$ cat src/rtl/ram_wb_arb2.sv
// Two-master Wishbone B3 round-robin arbiter in front of a single RAM slave.
// Whole bus cycles are granted (bursts never split); a watchdog errors a stalled strobe.
module ram_wb_arb2 #(
  parameter int AW      = 32,
  parameter int DW      = 32,
  parameter int TIMEOUT = 255
) (
  input  logic            wb_clk_i,
  input  logic            wb_rst_i,
  input  logic [AW-1:0]   m0_adr_i,
  input  logic [DW-1:0]   m0_dat_i,
  input  logic [DW/8-1:0] m0_sel_i,
  input  logic            m0_we_i,
  input  logic            m0_cyc_i,
  input  logic            m0_stb_i,
  input  logic [2:0]      m0_cti_i,
  input  logic [1:0]      m0_bte_i,
  output logic [DW-1:0]   m0_dat_o,
  output logic            m0_ack_o,
  output logic            m0_err_o,
  output logic            m0_rty_o,
  input  logic [AW-1:0]   m1_adr_i,
  input  logic [DW-1:0]   m1_dat_i,
  input  logic [DW/8-1:0] m1_sel_i,
  input  logic            m1_we_i,
  input  logic            m1_cyc_i,
  input  logic            m1_stb_i,
  input  logic [2:0]      m1_cti_i,
  input  logic [1:0]      m1_bte_i,
  output logic [DW-1:0]   m1_dat_o,
  output logic            m1_ack_o,
  output logic            m1_err_o,
  output logic            m1_rty_o,
  output logic [AW-1:0]   s_adr_o,
  output logic [DW-1:0]   s_dat_o,
  output logic [DW/8-1:0] s_sel_o,
  output logic            s_we_o,
  output logic            s_cyc_o,
  output logic            s_stb_o,
  output logic [2:0]      s_cti_o,
  output logic [1:0]      s_bte_o,
  input  logic [DW-1:0]   s_dat_i,
  input  logic            s_ack_i,
  input  logic            s_err_i,
  input  logic            s_rty_i
);

  typedef enum logic [1:0] {IDLE, GNT0, GNT1} state_t;

  localparam logic [7:0] TO_M1 = 8'(TIMEOUT - 1);

  state_t     state_q, state_d;
  logic       last_q, last_d;
  logic [7:0] wdog_q;
  logic       wd_err_q;

  logic g0, g1, stb_g, term, wd_clr;

  assign g0     = (state_q == GNT0);
  assign g1     = (state_q == GNT1);
  assign stb_g  = (g0 & m0_stb_i) | (g1 & m1_stb_i);
  assign term   = s_ack_i | s_err_i | s_rty_i;
  assign wd_clr = (state_d != state_q) | ~stb_g | term | wd_err_q;

  // Grant decision only looks at registered state; cyc changes take effect next edge.
  always_comb begin
    state_d = state_q;
    last_d  = last_q;
    case (state_q)
      IDLE: begin
        if (m0_cyc_i && m1_cyc_i) state_d = last_q ? GNT0 : GNT1;
        else if (m0_cyc_i)        state_d = GNT0;
        else if (m1_cyc_i)        state_d = GNT1;
      end
      GNT0: begin
        if (!m0_cyc_i) begin
          last_d  = 1'b0;
          state_d = m1_cyc_i ? GNT1 : IDLE;
        end
      end
      GNT1: begin
        if (!m1_cyc_i) begin
          last_d  = 1'b1;
          state_d = m0_cyc_i ? GNT0 : IDLE;
        end
      end
      default: state_d = IDLE;
    endcase
  end

  always_ff @(posedge wb_clk_i or negedge wb_rst_i) begin
    if (!wb_rst_i) begin
      state_q  <= IDLE;
      last_q   <= 1'b1;
      wdog_q   <= 8'd0;
      wd_err_q <= 1'b0;
    end else begin
      state_q  <= state_d;
      last_q   <= last_d;
      wd_err_q <= 1'b0;
      if (wd_clr) begin
        wdog_q <= 8'd0;
      end else if (wdog_q == TO_M1) begin
        wdog_q   <= 8'd0;
        wd_err_q <= 1'b1;
      end else begin
        wdog_q <= wdog_q + 8'd1;
      end
    end
  end

  always_comb begin
    s_adr_o = '0;
    s_dat_o = '0;
    s_sel_o = '0;
    s_we_o  = 1'b0;
    s_cyc_o = 1'b0;
    s_cti_o = '0;
    s_bte_o = '0;
    if (g0) begin
      s_adr_o = m0_adr_i;
      s_dat_o = m0_dat_i;
      s_sel_o = m0_sel_i;
      s_we_o  = m0_we_i;
      s_cyc_o = m0_cyc_i;
      s_cti_o = m0_cti_i;
      s_bte_o = m0_bte_i;
    end else if (g1) begin
      s_adr_o = m1_adr_i;
      s_dat_o = m1_dat_i;
      s_sel_o = m1_sel_i;
      s_we_o  = m1_we_i;
      s_cyc_o = m1_cyc_i;
      s_cti_o = m1_cti_i;
      s_bte_o = m1_bte_i;
    end
  end

  // During the watchdog error cycle the slave is detached and its own terminations dropped.
  assign s_stb_o  = stb_g & ~wd_err_q;

  assign m0_dat_o = s_dat_i;
  assign m1_dat_o = s_dat_i;
  assign m0_ack_o = g0 & s_ack_i & ~wd_err_q;
  assign m0_err_o = g0 & (s_err_i | wd_err_q);
  assign m0_rty_o = g0 & s_rty_i & ~wd_err_q;
  assign m1_ack_o = g1 & s_ack_i & ~wd_err_q;
  assign m1_err_o = g1 & (s_err_i | wd_err_q);
  assign m1_rty_o = g1 & s_rty_i & ~wd_err_q;

endmodule
$ cat config.mk
export PLATFORM = sky130hd
export DESIGN_NAME = ram_wb_arb2
export DESIGN_NICKNAME = d
export VERILOG_FILES = /design/src/rtl/ram_wb_arb2.sv
export SDC_FILE = /design/constraint.sdc
export NUM_CORES = 1
export LEC_CHECK = 0
export CAP_MARGIN = 10
export CORE_AREA = 2 2 130 132
export DETAILED_ROUTE_END_ITERATION = 10
export DIE_AREA = 0 0 132 134
export PLACE_DENSITY_LB_ADDON = 0.3
export SETUP_SLACK_MARGIN = 0.05
export SKIP_LAST_GASP = 1
export SLEW_MARGIN = 20
export SYNTH_ARGS = -nofsm -noshare
export SYNTH_HDL_FRONTEND = slang
export SYNTH_SLANG_ARGS = --single-unit
$ cat constraint.sdc
create_clock -name wb_clk_i -period 1.4 [get_ports wb_clk_i]
set_input_delay 0.28 -clock wb_clk_i [delete_from_list [all_inputs] [get_ports wb_clk_i]]
set_output_delay 0.28 -clock wb_clk_i [all_outputs]
set_load 0.005 [all_outputs]
# == Word-level counts from Yosys, hierarchy flattened ==
# Index checks and enable logic that the tools add are counted.
# word_totals
regBits,12
latch_bits,0
ramBits,0
romBits,0
inputBits,189
elab_cells,67
mem_count,0
# classes
add_sub_neg,1
n_mul,0
n_div,0
n_lt_le_gt_ge,0
n_eq_ne,6
shifts,0
mux,30
bitwise,22
reduce_logical,4
# ops
cell,n
$mux 32,4
$mux 2,9
$mux 8,2
$and 1x1->1,13
$mux 1,9
$add 8x1->8 const B,1
$eq 8x8->1 const B,1
$mux 4,2
$or 1x1->1,7
$mux 3,2
$pmux 2 s3,1
$ne 2x2->1 const B,2
$reduce_and 3->1,1
$eq 2x1->1 const B,1
$eq 2x2->1 const B,1
$logic_not 2->1,1
$ne 2x2->1,1
$not 1->1,2
$pmux 1 s2,1
$reduce_bool 2->1,1
$logic_and 1x1->1,1

# == Longest topological paths before layout ==
# logic_depth
ltp_word,9
ltp_mapped,6
ltp_nobuf,6

# == Worst setup path after synthesis ==
# OpenSTA, ideal clock, no wires.
# synth_timing
kind,flip-flop to output port
startpoint,reg state_q[0]
endpoint,out s_adr_o[0]
arrival_ns,1.247
required_time_ns,1.120
path_slack_ns,-0.127
path_stages_with_launch,6
n_path_buf,3
cell_sequence,dfrtp_1 > buf_2 > and2b_1 > buf_2 > buf_2 > a22o_1
# synth_via
elab_chain_cells,3
elab_cells_between_ends,4
classes_between,eq/ne (2); mux (2)
# synth_rtl
element,line_no,text
"start, declared",52,"state_t state_q, state_d;"
"start signal, assigned",98,state_q <= state_d;
$eq 2x2->1,60,assign g1 = (state_q == GNT1);
$mux 32,128,end else if (g1) begin
$mux 32 *,120,if (g0) begin
"end, declared",34,"output logic [AW-1:0] s_adr_o,"
# Mark *: on every way between the ends. The rest lies on a longest branch, timed or not.

# == Worst setup path after layout ==
# layout_timing
startpoint,reg state_q[0]
endpoint,out s_adr_o[5]
# Same word-level chain as after synthesis.

==> results_dict.tcl <==
set metrics [dict create \
    grt_max_degree 34 \
    hold_path_class "input port to asynchronous set/reset pin" \
    crit_required_ns 1.12 \
    netlist_instances 235 \
    r2r-end "wdog_q[5]$_DFF_PN0_" \
    antenna_found_initial 2 \
    max_cap_violations 0 \
    r2r_cells 7 \
    clock_latency_ns 0.24 \
    grt_pass1_wl_mm 17.8 \
    reg2reg_slack_ns -0.35 \
    total_power_mw 4.61 \
    max_freq_mhz 509 \
    outcome "finished with violations" \
    worst_ep_arrival_time_ns 1.68 \
    r2r-start "state_q[1]$_DFF_PN0_" \
    violations "setup timing" \
    ant_nets 0 \
    numClockSinks 12 \
    rows 47 \
    cts_tree "yes" \
    grt_util_met3_pct 4.84 \
    first_global_vias 2742 \
    postSynthAreaPerCell_um2 8.47 \
    syn-cell-area_um2 1990 \
    period_share_pct 140 \
    met1_usage_pct 14.7 \
    wl_per_cell_um 20.0 \
    rsz0062_at_grt "true" \
    async_flop_share_pct 100 \
    synth.ff_latch_count 12 \
    fin_worst_skew_ns 0.00304 \
    fin_crit_ns 1.96 \
    maxSlewViolCount 0 \
    overflow 0 \
    setup_viol 91 \
    die_y_um 134 \
    cts.reportedPaths.clkPinSlew_ns 0.05 \
    holdWs_ns 0.345 \
    yosysWarningCount 0 \
    track_usage_pct 13.1 \
    synth_fp_nets 426 \
    crit_fanout 9 \
    die-area_um2 17700 \
    totalWireLength_mm 13.9 \
    h-tree-depth 1 \
    numCtsBuffers 3 \
    ir_drop_mv 0.678 \
    drc_errors 0 \
    vias 2816 \
    use_met2_pct 23.7 \
    power_density_nw_per_um2 933 \
    yosysTopAreaCell "a22o_1" \
    start_util_pct 12.2 \
    place_area_um2 4320 \
    p_leak_nw 2.35 \
    synth-edff-count 0 \
    fin_nets 667 \
    dr.first_iter.drc_count 62 \
    final_hold_viol_count 0 \
    dr.pass1.iters 4 \
    vias_per_cell 4.04 \
    worst_slew_pin_slew_ns 0.352 \
    final_cell_mix "clkdlybuf4s50_1 (156), a22o_1 (73), buf_2 (43)" \
    globalplace.congestion 0.854 \
    chipWidth_um 132 \
    ys.flop_type "dfrtp_1" \
    io_pins 335 \
    cp-end-kind "primary output" \
    startpoint_type "flip-flop" \
    core_um2 16300 \
    max-slew-margin-rel_pct 76.6 \
    cts_buffer_depth 2 \
    area_delta_synth_final_pct 148 \
    synth_area_leaders "a22o_1 (33%), buf_4 (24%), dfrtp_1 (14%)" \
    layout_commonest_cell "clkdlybuf4s50_1" \
    final_util_pct 30.3 \
    grt-busiest-layer "met2" \
    ys_seq_area_share_pct 15.1 \
    ys_types 31 \
    crit_type "flip-flop to primary output" \
    portBuffers 238 \
    setup_slack_ns -0.564 \
    cts-root-buf "clkbuf_16" \
    final_cell_area_um2 4940 \
    drive_gt1_share_pct 38.3 \
    netlist.area_leader.share_pct 32.6 \
    post-dp-hpwl_mm 9.75 \
]
==> where the power goes <==
part           switching [mW]  leakage [nW]  internal, mW
combinational            1.39          2.15          2.24
clock                   0.160        0.0382         0.385
sequential             0.0360         0.160         0.389
total                    1.59          2.35          3.02
==> cell families after synthesis <==
logic type,Yosys count,share of synthesized area (%)
compound gates,84,37.3
xor+xnor,6,2.64
fa+ha+maj,2,1.26
buf+inv,86,29.9
simple gates,45,13.7
flops,12,15.1
==> what timing repair did <==
item                       4_1_cts  5_1_grt
pin swaps                        7       39
cloned                           4       10
hold buffers                     0        0
setup endpoints to repair       91       91
setup buffers                   16       34
gates resized for setup         98      197
==> synth_stat cells (2+ instances only) <==
master / n
a22o_1: 74
buf_2: 14
buf_4: 64
buf_6: 2
clkbuf_1: 3
dfrtp_1: 11
ha_1: 2
inv_1: 3
nand2_1: 9
nand2b_1: 3
nand3_1: 3
nor2_1: 14
nor2b_1: 2
nor3_2: 9
o21ai_0: 2
xnor2_1: 4
xor2_1: 2
==> layout make-up <==
type,count,area (um^2)
well taps,220,275
repair buffers,317,3070
flip-flops and latches,12,303
inverters,3,13.8
multi-input cells,139,1190
fillers,1758,11400
clock buffers,4,78.8
diodes,2,5.00
==> through the flow <==
| step | setup TNS [ns] | worst slack (ns) | instances |
|---|---|---|---|
| 2_1_floorplan | -1.76 | -0.0310 | 235 |
| 3_3_place_gp | -40.30 | -0.612 | 633 |
| 3_5_place_dp | -40.90 | -0.596 | 633 |
| 4_1_cts | -57.82 | -0.775 | 656 |
| 5_1_grt | -43.21 | -0.609 | 697 |
| 6_report | -37.78 | -0.564 | 697 |
==> worst max-delay path by stage <==
| stage | start | endpoint | slack, ns | cells after the start |
|---|---|---|---|---|
| 3_5_place_dp | state_q[1]$_DFF_PN0_ | s_adr_o[21] | -0.60 | 4 |
| 6_report | state_q[0]$_DFF_PN0_ | s_adr_o[5] | -0.56 | 6 |
| 4_1_cts | state_q[1]$_DFF_PN0_ | s_stb_o | -0.77 | 5 |
| 5_1_grt | state_q[0]$_DFF_PN0_ | s_adr_o[9] | -0.61 | 6 |
| 2_1_floorplan | state_q[0]$_DFF_PN0_ | s_adr_o[0] | -0.03 | 5 |
| 3_3_place_gp | state_q[1]$_DFF_PN0_ | s_adr_o[21] | -0.61 | 4 |
==> registers in the layout, summed over array words and instances, names as in the netlist <==
register,flops
state_q,2
wdog_q,8
wd_err_q,1
last_q,1
==> layer usage <==
layer  wire length (um)  vias to the layer above
met4                199                        0
li1                   -                     1294
met3               1140                       12
met5                  0                        -
met1               5260                     1350
met2               7340                      160
==> critical path, stage by stage, from the launching register on <==
cell and delay (ns):
dfrtp_2 0.43, and2b_2 0.24, buf_12 0.14, buf_4 0.14, buf_8 0.13, a22o_1 0.23
buf_2 0.13
No activity file was read; power rests on OpenSTA's default activity.
